[config.mk]
export PLATFORM = sky130hd
export DESIGN_NAME = kernel_load
export DESIGN_NICKNAME = d
export VERILOG_FILES = /design/src/rtl/kernel_load.sv
export SDC_FILE = /design/constraint.sdc
export NUM_CORES = 2
export LEC_CHECK = 0
export CAP_MARGIN = 20
export CORE_AREA = 10 10 444 446
export CTS_BUF_LIST = sky130_fd_sc_hd__clkbuf_2 sky130_fd_sc_hd__clkbuf_4 sky130_fd_sc_hd__clkbuf_8
export DETAILED_ROUTE_END_ITERATION = 12
export DIE_AREA = 0 0 454 456
export PLACE_DENSITY = 0.48
export SYNTH_ARGS = -nofsm -noshare
export SYNTH_HDL_FRONTEND = slang
export SYNTH_SLANG_ARGS = --single-unit
[constraint.sdc]
create_clock -name clk -period 42.3 [get_ports clk]
set_input_delay 8.46 -clock clk [delete_from_list [all_inputs] [get_ports clk]]
set_output_delay 8.46 -clock clk [all_outputs]
set_load 0.02 [all_outputs]
[src/rtl/kernel_load.sv]
// Kernel loader: gathers narrow stream beats into wide kernel words and writes
// one contiguous region of kernel memory per command, tracking the running base.
module kernel_load #(
    parameter int GROUP_NB   = 4,
    parameter int KER_WIDTH  = 16,
    parameter int DEPTH_NB   = 16,
    parameter int STR_WIDTH  = 64,
    parameter int MEM_AWIDTH = 16
) (
    input  logic                                     clk,
    input  logic                                     rst,

    input  logic [MEM_AWIDTH-1:0]                    cmd_nb,
    input  logic                                     cmd_val,
    output logic                                     cmd_rdy,

    input  logic [STR_WIDTH-1:0]                     str_data,
    input  logic                                     str_val,
    output logic                                     str_rdy,

    output logic [MEM_AWIDTH-1:0]                    wr_cfg_end,
    output logic                                     wr_cfg_set,

    output logic [GROUP_NB*KER_WIDTH*DEPTH_NB-1:0]   wr_data,
    output logic                                     wr_data_val,
    input  logic                                     wr_data_rdy,

    output logic [MEM_AWIDTH-1:0]                    done_start,
    output logic [MEM_AWIDTH-1:0]                    done_end,
    output logic                                     done_val
);

    localparam int W       = GROUP_NB * KER_WIDTH * DEPTH_NB;
    localparam int BEAT_NB = W / STR_WIDTH;
    localparam int BEAT_W  = (BEAT_NB > 1) ? $clog2(BEAT_NB) : 1;

    localparam logic [BEAT_W-1:0]     LAST_BEAT = BEAT_W'(BEAT_NB - 1);
    localparam logic [MEM_AWIDTH-1:0] MIN_NB    = MEM_AWIDTH'(2);
    localparam logic [MEM_AWIDTH-1:0] ONE_A     = MEM_AWIDTH'(1);

    typedef enum logic [1:0] {
        S_IDLE,
        S_CFG,
        S_LOAD,
        S_DONE
    } state_e;

    state_e                  state_q, state_d;
    logic [MEM_AWIDTH-1:0]   base_q, base_d;
    logic [MEM_AWIDTH-1:0]   nb_q, nb_d;
    logic [BEAT_W-1:0]       beat_q, beat_d;
    logic [MEM_AWIDTH-1:0]   word_q, word_d;
    logic [W-1:0]            wr_data_q, wr_data_d;
    logic                    wr_data_val_q, wr_data_val_d;
    logic [MEM_AWIDTH-1:0]   wr_cfg_end_q, wr_cfg_end_d;
    logic                    wr_cfg_set_q, wr_cfg_set_d;
    logic [MEM_AWIDTH-1:0]   done_start_q, done_start_d;
    logic [MEM_AWIDTH-1:0]   done_end_q, done_end_d;
    logic                    done_val_q, done_val_d;
    logic                    cmd_rdy_q, cmd_rdy_d;

    logic                    str_acc;
    logic                    word_acc;

    // NOTE: every variable gets its default before the case so no path leaves
    // one unassigned, which would otherwise infer a latch.
    always_comb begin
        state_d       = state_q;
        base_d        = base_q;
        nb_d          = nb_q;
        beat_d        = beat_q;
        word_d        = word_q;
        wr_data_d     = wr_data_q;
        wr_data_val_d = wr_data_val_q;
        wr_cfg_end_d  = wr_cfg_end_q;
        done_start_d  = done_start_q;
        done_end_d    = done_end_q;

        str_acc  = (state_q == S_LOAD) && !wr_data_val_q && str_val;
        word_acc = (state_q == S_LOAD) && wr_data_val_q && wr_data_rdy;

        unique case (state_q)
            S_IDLE: begin
                // Commands shorter than bias plus one kernel word are consumed silently.
                if (cmd_val && cmd_rdy_q && (cmd_nb >= MIN_NB)) begin
                    nb_d         = cmd_nb;
                    wr_cfg_end_d = base_q + cmd_nb;
                    beat_d       = '0;
                    word_d       = '0;
                    state_d      = S_CFG;
                end
            end
            S_CFG: begin
                state_d = S_LOAD;
            end
            S_LOAD: begin
                if (str_acc) begin
                    // Shifting in from the top leaves the first beat in the LSBs.
                    wr_data_d = {str_data, wr_data_q[W-1:STR_WIDTH]};
                    if (beat_q == LAST_BEAT) begin
                        beat_d        = '0;
                        wr_data_val_d = 1'b1;
                    end else begin
                        beat_d = beat_q + BEAT_W'(1);
                    end
                end
                if (word_acc) begin
                    wr_data_val_d = 1'b0;
                    word_d        = word_q + ONE_A;
                    if ((word_q + ONE_A) == nb_q) begin
                        done_start_d = base_q;
                        done_end_d   = base_q + nb_q - ONE_A;
                        state_d      = S_DONE;
                    end
                end
            end
            S_DONE: begin
                base_d  = base_q + nb_q;
                state_d = S_IDLE;
            end
            default: begin
                state_d = S_IDLE;
            end
        endcase

        // Handshake/pulse outputs are registered from the upcoming state.
        cmd_rdy_d    = (state_d == S_IDLE);
        wr_cfg_set_d = (state_d == S_CFG);
        done_val_d   = (state_d == S_DONE);
    end

    // NOTE: state registers use non-blocking assignments so all of them update
    // together from values sampled at the same edge.
    always_ff @(posedge clk or posedge rst) begin
        if (rst) begin
            state_q       <= S_IDLE;
            base_q        <= '0;
            nb_q          <= '0;
            beat_q        <= '0;
            word_q        <= '0;
            wr_data_q     <= '0;
            wr_data_val_q <= 1'b0;
            wr_cfg_end_q  <= '0;
            wr_cfg_set_q  <= 1'b0;
            done_start_q  <= '0;
            done_end_q    <= '0;
            done_val_q    <= 1'b0;
            cmd_rdy_q     <= 1'b0;
        end else begin
            state_q       <= state_d;
            base_q        <= base_d;
            nb_q          <= nb_d;
            beat_q        <= beat_d;
            word_q        <= word_d;
            wr_data_q     <= wr_data_d;
            wr_data_val_q <= wr_data_val_d;
            wr_cfg_end_q  <= wr_cfg_end_d;
            wr_cfg_set_q  <= wr_cfg_set_d;
            done_start_q  <= done_start_d;
            done_end_q    <= done_end_d;
            done_val_q    <= done_val_d;
            cmd_rdy_q     <= cmd_rdy_d;
        end
    end

    assign cmd_rdy     = cmd_rdy_q;
    assign str_rdy     = (state_q == S_LOAD) && !wr_data_val_q;
    assign wr_cfg_end  = wr_cfg_end_q;
    assign wr_cfg_set  = wr_cfg_set_q;
    assign wr_data     = wr_data_q;
    assign wr_data_val = wr_data_val_q;
    assign done_start  = done_start_q;
    assign done_end    = done_end_q;
    assign done_val    = done_val_q;

endmodule
# Yosys cells after proc, flatten, opt, wreduce, memory -nomap -nowiden

Index checks and enable logic that the tools add are counted.
Widths: inputs -> output; s select.

$mul: 0
Bitwise gates (word level): 0
Add/subtract/negate cells: 5
Eq/ne operators: 10
Reductions and logical operators: 18
Div/mod/pow operators: 0
Mux-type cells: 14
Magnitude comparators: 1
Shifts and indexed selects: 0

Operators by type and width:

| cell                  | count |
|---|---|
| $add 16x16->16        | 2 |
| $mux 16               | 2 |
| $pmux 16 s2           | 1 |
| $add 16x1->16 const B | 1 |
| $eq 16x16->1          | 1 |
| $ge 16x2->1 const B   | 1 |
| $sub 16x1->16 const B | 1 |
| $mux 4                | 3 |
| $reduce_and 3->1      | 4 |
| $pmux 2 s4            | 1 |
| $pmux 4 s2            | 1 |
| $eq 2x2->1 const B    | 3 |
| $logic_and 1x1->1     | 6 |
| $mux 2                | 3 |
| $ne 2x2->1 const B    | 3 |
| $reduce_bool 2->1     | 3 |
| $add 4x1->4 const B   | 1 |
| $eq 2x1->1 const B    | 2 |
| $eq 4x4->1 const B    | 1 |
| $logic_not 2->1       | 2 |
| $reduce_and 2->1      | 2 |
| $mux 1                | 3 |
| $logic_not 1->1       | 1 |

RAM bits: 0
ROM bits: 0
Bits in latches: 0
Memories: 0
Bits of input ports: 85
Flip-flop bits (word level): 1130
Word-level logic and storage cells: 61
Output and inout port bits: 1077

# Logic depth before layout (Yosys ltp)

Depth after elaboration: 6
Mapped depth: 12
Mapped depth without buffers: 12

# Least setup slack after synthesis

No wires, ideal clock.

Path kind: input port to flip-flop
From: in cmd_nb[0]
To: reg wr_cfg_end_q[14] (netlist: wr_cfg_end[14])
Setup slack: 31.704 ns
Arrival: 10.456 ns
Data required time: 42.159 ns
Setup time: 0.141 ns
Cell stages on the path: 12
Buffers on the path: 0
Cells stage by stage: ha_1 -> inv_1 -> fa_1 -> nor2b_1 -> o21ai_0 -> a21o_1 -> a31oi_1 -> a41o_1 -> or4_1 -> a31oi_1 -> xor2_1 -> o21ai_0

Longest elaborated chain between the ends: 3
Elaborated cells between the ends (all ways): 4
Classes of those cells: add/sub: 1; order compare: 1; reduce/logical: 2

Ends and longest elaborated chain:

| item                              | line | RTL |
|---|---|---|
| from (decl)                       | 13   | `input logic [MEM_AWIDTH-1:0] cmd_nb,` |
| $ge 16x2->1                       | 85   | `if (cmd_val && cmd_rdy_q && (cmd_nb >= MIN_NB)) begin` |
| $logic_and 1x1->1                 | 85   |  |
| $reduce_and 2->1 (no source line) | n/a  |  |
| to (signal assigned)              | 157  | `wr_cfg_end_q <= wr_cfg_end_d;` |
| to (decl)                         | 55   | `logic [MEM_AWIDTH-1:0] wr_cfg_end_q, wr_cfg_end_d;` |

Parallel ways exist; a longest one is shown, timed or not.
A chain may end at the register's enable or synchronous reset.

# Worst setup path after layout

From: in str_val
To: reg wr_data_q[927] (netlist: wr_data[927])

Longest elaborated chain between the ends: 2

Ends and longest elaborated chain:

| item                              | line | RTL |
|---|---|---|
| from (decl)                       | 18   | `input logic str_val,` |
| $logic_and 1x1->1                 | 79   | `str_acc = (state_q == S_LOAD) && !wr_data_val_q && str_val;` |
| $reduce_and 2->1 (no source line) | n/a  |  |
| to (signal assigned)              | 155  | `wr_data_q <= wr_data_d;` |
| to (decl)                         | 53   | `logic [W-1:0] wr_data_q, wr_data_d;` |

Every way passes these cells.

==> out/results.ini <==
[run_status]
status = complete, no violations

[die]
die_area_um2 = 207000
io-pin-count = 1162
start_util_pct = 23.4
std_cell_rows = 159
fp.dieH_um = 456
die_w_um = 454
core_area_um2 = 188000

[global_routing]
grt_busiest_layer = met2
antenna_found_initial = 8
grt_pass1_wl_um = 265000
overflow = 0
use_met1_pct = 21.2
grt_pass1_vias = 30500
grt.met2_usage_pct = 30.5
grt_use_met3_pct = 6.88
grt_use_total_pct = 18.1
grt_max_degree = 168

[place]
io_buffers = 1161
gp_congestion = 0.846
place_inst = 6336
hpwl_um = 152000

[final_layout]
syn_to_final_growth_pct = 43.6
most-common-layout-cells = clkdlybuf4s50_1, dfrtp_1, mux2_2
fin_nets = 4175
mostFrequentLayoutCell = clkdlybuf4s50_1
final_core_util_pct = 33.6
drive_gt1_share_pct = 35.3
fillers = 18600
stdcell_count = 6721

[worst_setup_path]
cp.arrival_ns = 13.86
cp-end-kind = flop
worstPathRequired_ns = 43.14
critPathLaunchType = input port
critPathMaxFanout = 79
critPathKind = input port to flop

[pwr]
combPwrFrac_pct = 48.1
switching_share_pct = 42.1
worst_ir_drop_vdd_uv = 44.9
leakagePower_nw = 27.3
p_sw_mw = 2.68
seqPwrFrac_pct = 33.8
p_per_area_nw_per_um2 = 101
power_frac_clock_pct = 18.1
p_int_mw = 3.69

[synth]
syn_inst = 2781
synth_area_um2 = 44000
synth_nets = 2904
synth_edf_count = 0
async_flop_share_pct = 100
synth_cell_type_count = 71
synth_warnings = 0
ys_seq_elements = 1130
synthFlopType = dfrtp_1
avgSynthCellArea_um2 = 15.8
ys_seq_area_share_pct = 64.3

[drt]
drt_iter0_drc = 1575
drt-total-wl_um = 193000
vias = 28800
antenna_left = 0
drt_pass1_iterations = 5
vias_per_cell = 4.28
wl_per_cell_um = 28.7
drcViolationCount = 0

[clock_network]
ctsHoldBuffers = 0
ctsResizeCount = 0
cts_sinks = 1130
cts_buffers = 207
cts_tree = done
cts-root-buf = clkbuf_8
clockBufferDepth = 3
cts_setup_buffers = 0
cts_htree_levels = 4
clk_pin_slew_ns = 0.06
clk_latency_ns = 0.99

[sta]
clock_skew_ns = 0.0613
slew_headroom_pct = 27.7
fin_hold_ws_ns = 0.482
worstMarginPinSlew_ns = 1.08
final.setup.tns_ns = 0
fmax_mhz = 76.8
final_max_slew_viol_count = 0
finalHoldViolations = 0
period_minus_slack_ns = 13.01
rsz0062_at_grt = false
min_period_over_period_pct = 30.8
setup_violations = 0

[flow_run]
maxCapViolations = 0

[hold_path]
hold_path.class = flop to flop

[sequential cells by signal, indices dropped and copies added (netlist names)]
| signal | cells |
|---|---|
| wr_data_val | 1 |
| done_start | 16 |
| wr_cfg_set | 1 |
| done_end | 16 |
| done_val | 1 |
| wr_cfg_end | 16 |
| state_q | 2 |
| beat_q | 4 |
| wr_data | 1024 |
| cmd_rdy | 1 |
| word_q | 16 |
| nb_q | 16 |
| base_q | 16 |
[logic make-up (layout without fill, tap and decap cells)]
kind of cell / after synthesis / count (layout) / synth area share, %
AOI/OAI and AO/OA: 138 / 138 / 2.17
xor gates and xnor gates: 62 / 62 / 1.29
adders and majority gates: 38 / 38 / 1.12
buffers and inverters: 155 / 1587 / 1.39
DFF: 1130 / 1130 / 64.3
muxes: 1077 / 1077 / 27.6
other: 0 / 13 / 0
and+or+nand+nor: 181 / 181 / 2.13
[through the flow]
step / cell area, um2 / total power, mW / setup WS [ns]
global placement: 58500 / 5.26 / 28.22
CTS: 63100 / 6.48 / 29.33
detailed placement: 58500 / 5.27 / 28.23
finish: 63100 / 6.37 / 29.29
global route: 63100 / 6.69 / 29.00
floorplan: 44000 / 3.48 / 2.02
[layout make-up]
cell class / count / area (um2) / share of cell area (%)
Timing Repair Buffer: 1199 / 11900 / 18.9
Inverter: 18 / 75.1 / 0.119
Antenna cell: 13 / 32.5 / 0.0515
Clock buffer: 340 / 4150 / 6.58
Sequential cell: 1130 / 28300 / 44.8
Clock inverter: 30 / 435 / 0.690
Tap cell: 2495 / 3120 / 4.95
Multi-Input combinational cell: 1496 / 15100 / 23.9
[power groups by stage]
stage | registers, mW | clock network, mW | logic [mW]
2_1_floorplan | 2.49 | 0 | 0.985
3_3_place_gp | 2.17 | 0 | 3.09
3_5_place_dp | 2.18 | 0 | 3.09
4_1_cts | 2.17 | 1.20 | 3.11
5_1_grt | 2.23 | 1.24 | 3.22
6_report | 2.15 | 1.15 | 3.06
[worst paths after layout]
kind | depth (start not counted) | startpoint | slack (ns) | endpoint
worst max register to register | 10 | state_q[0] | 36.17 | wr_data[927]
max in group asynchronous | 6 | rst | 30.38 | wr_data[64]
worst max-delay path | 8 | str_val | 29.29 | wr_data[927]
min in group asynchronous | 2 | rst | 8.01 | wr_data[994]
worst min register to register | 2 | wr_cfg_end[10] | 0.48 | wr_cfg_end[10]
worst min-delay path | 2 | wr_cfg_end[10] | 0.48 | wr_cfg_end[10]
[synth_stat cells (9+ instances only)]
library cell	number	area share, %
dfrtp_1	1130	64
nor2_1	47	0.40
xnor2_1	38	0.76
clkbuf_1	120	1.0
nand2_1	58	0.50
mux2_2	1052	27
o31ai_1	10	0.17
mux2_1	23	0.59
ha_1	36	1.0
nand4_1	9	0.13
a21o_1	10	0.17
a21oi_1	24	0.27
xor2_1	22	0.44
nand3_1	17	0.19
buf_1	9	0.077
inv_1	18	0.15
o21ai_0	45	0.51
[per-layer routing]
layer	part of all wire (%)	vias up
met5	0	-
met4	3.1	0
met3	7.8	244
met2	49	844
met1	40	15100
li1	-	12600
[critical path: stages]
cell,delay [ns]
clkdlybuf4s50_1,0.44
nand2_4,0.64
buf_4,0.62
buf_4,0.61
buf_4,0.71
buf_4,0.83
buf_4,0.91
mux2_2,0.42
Power figures use the tool's default switching activity.
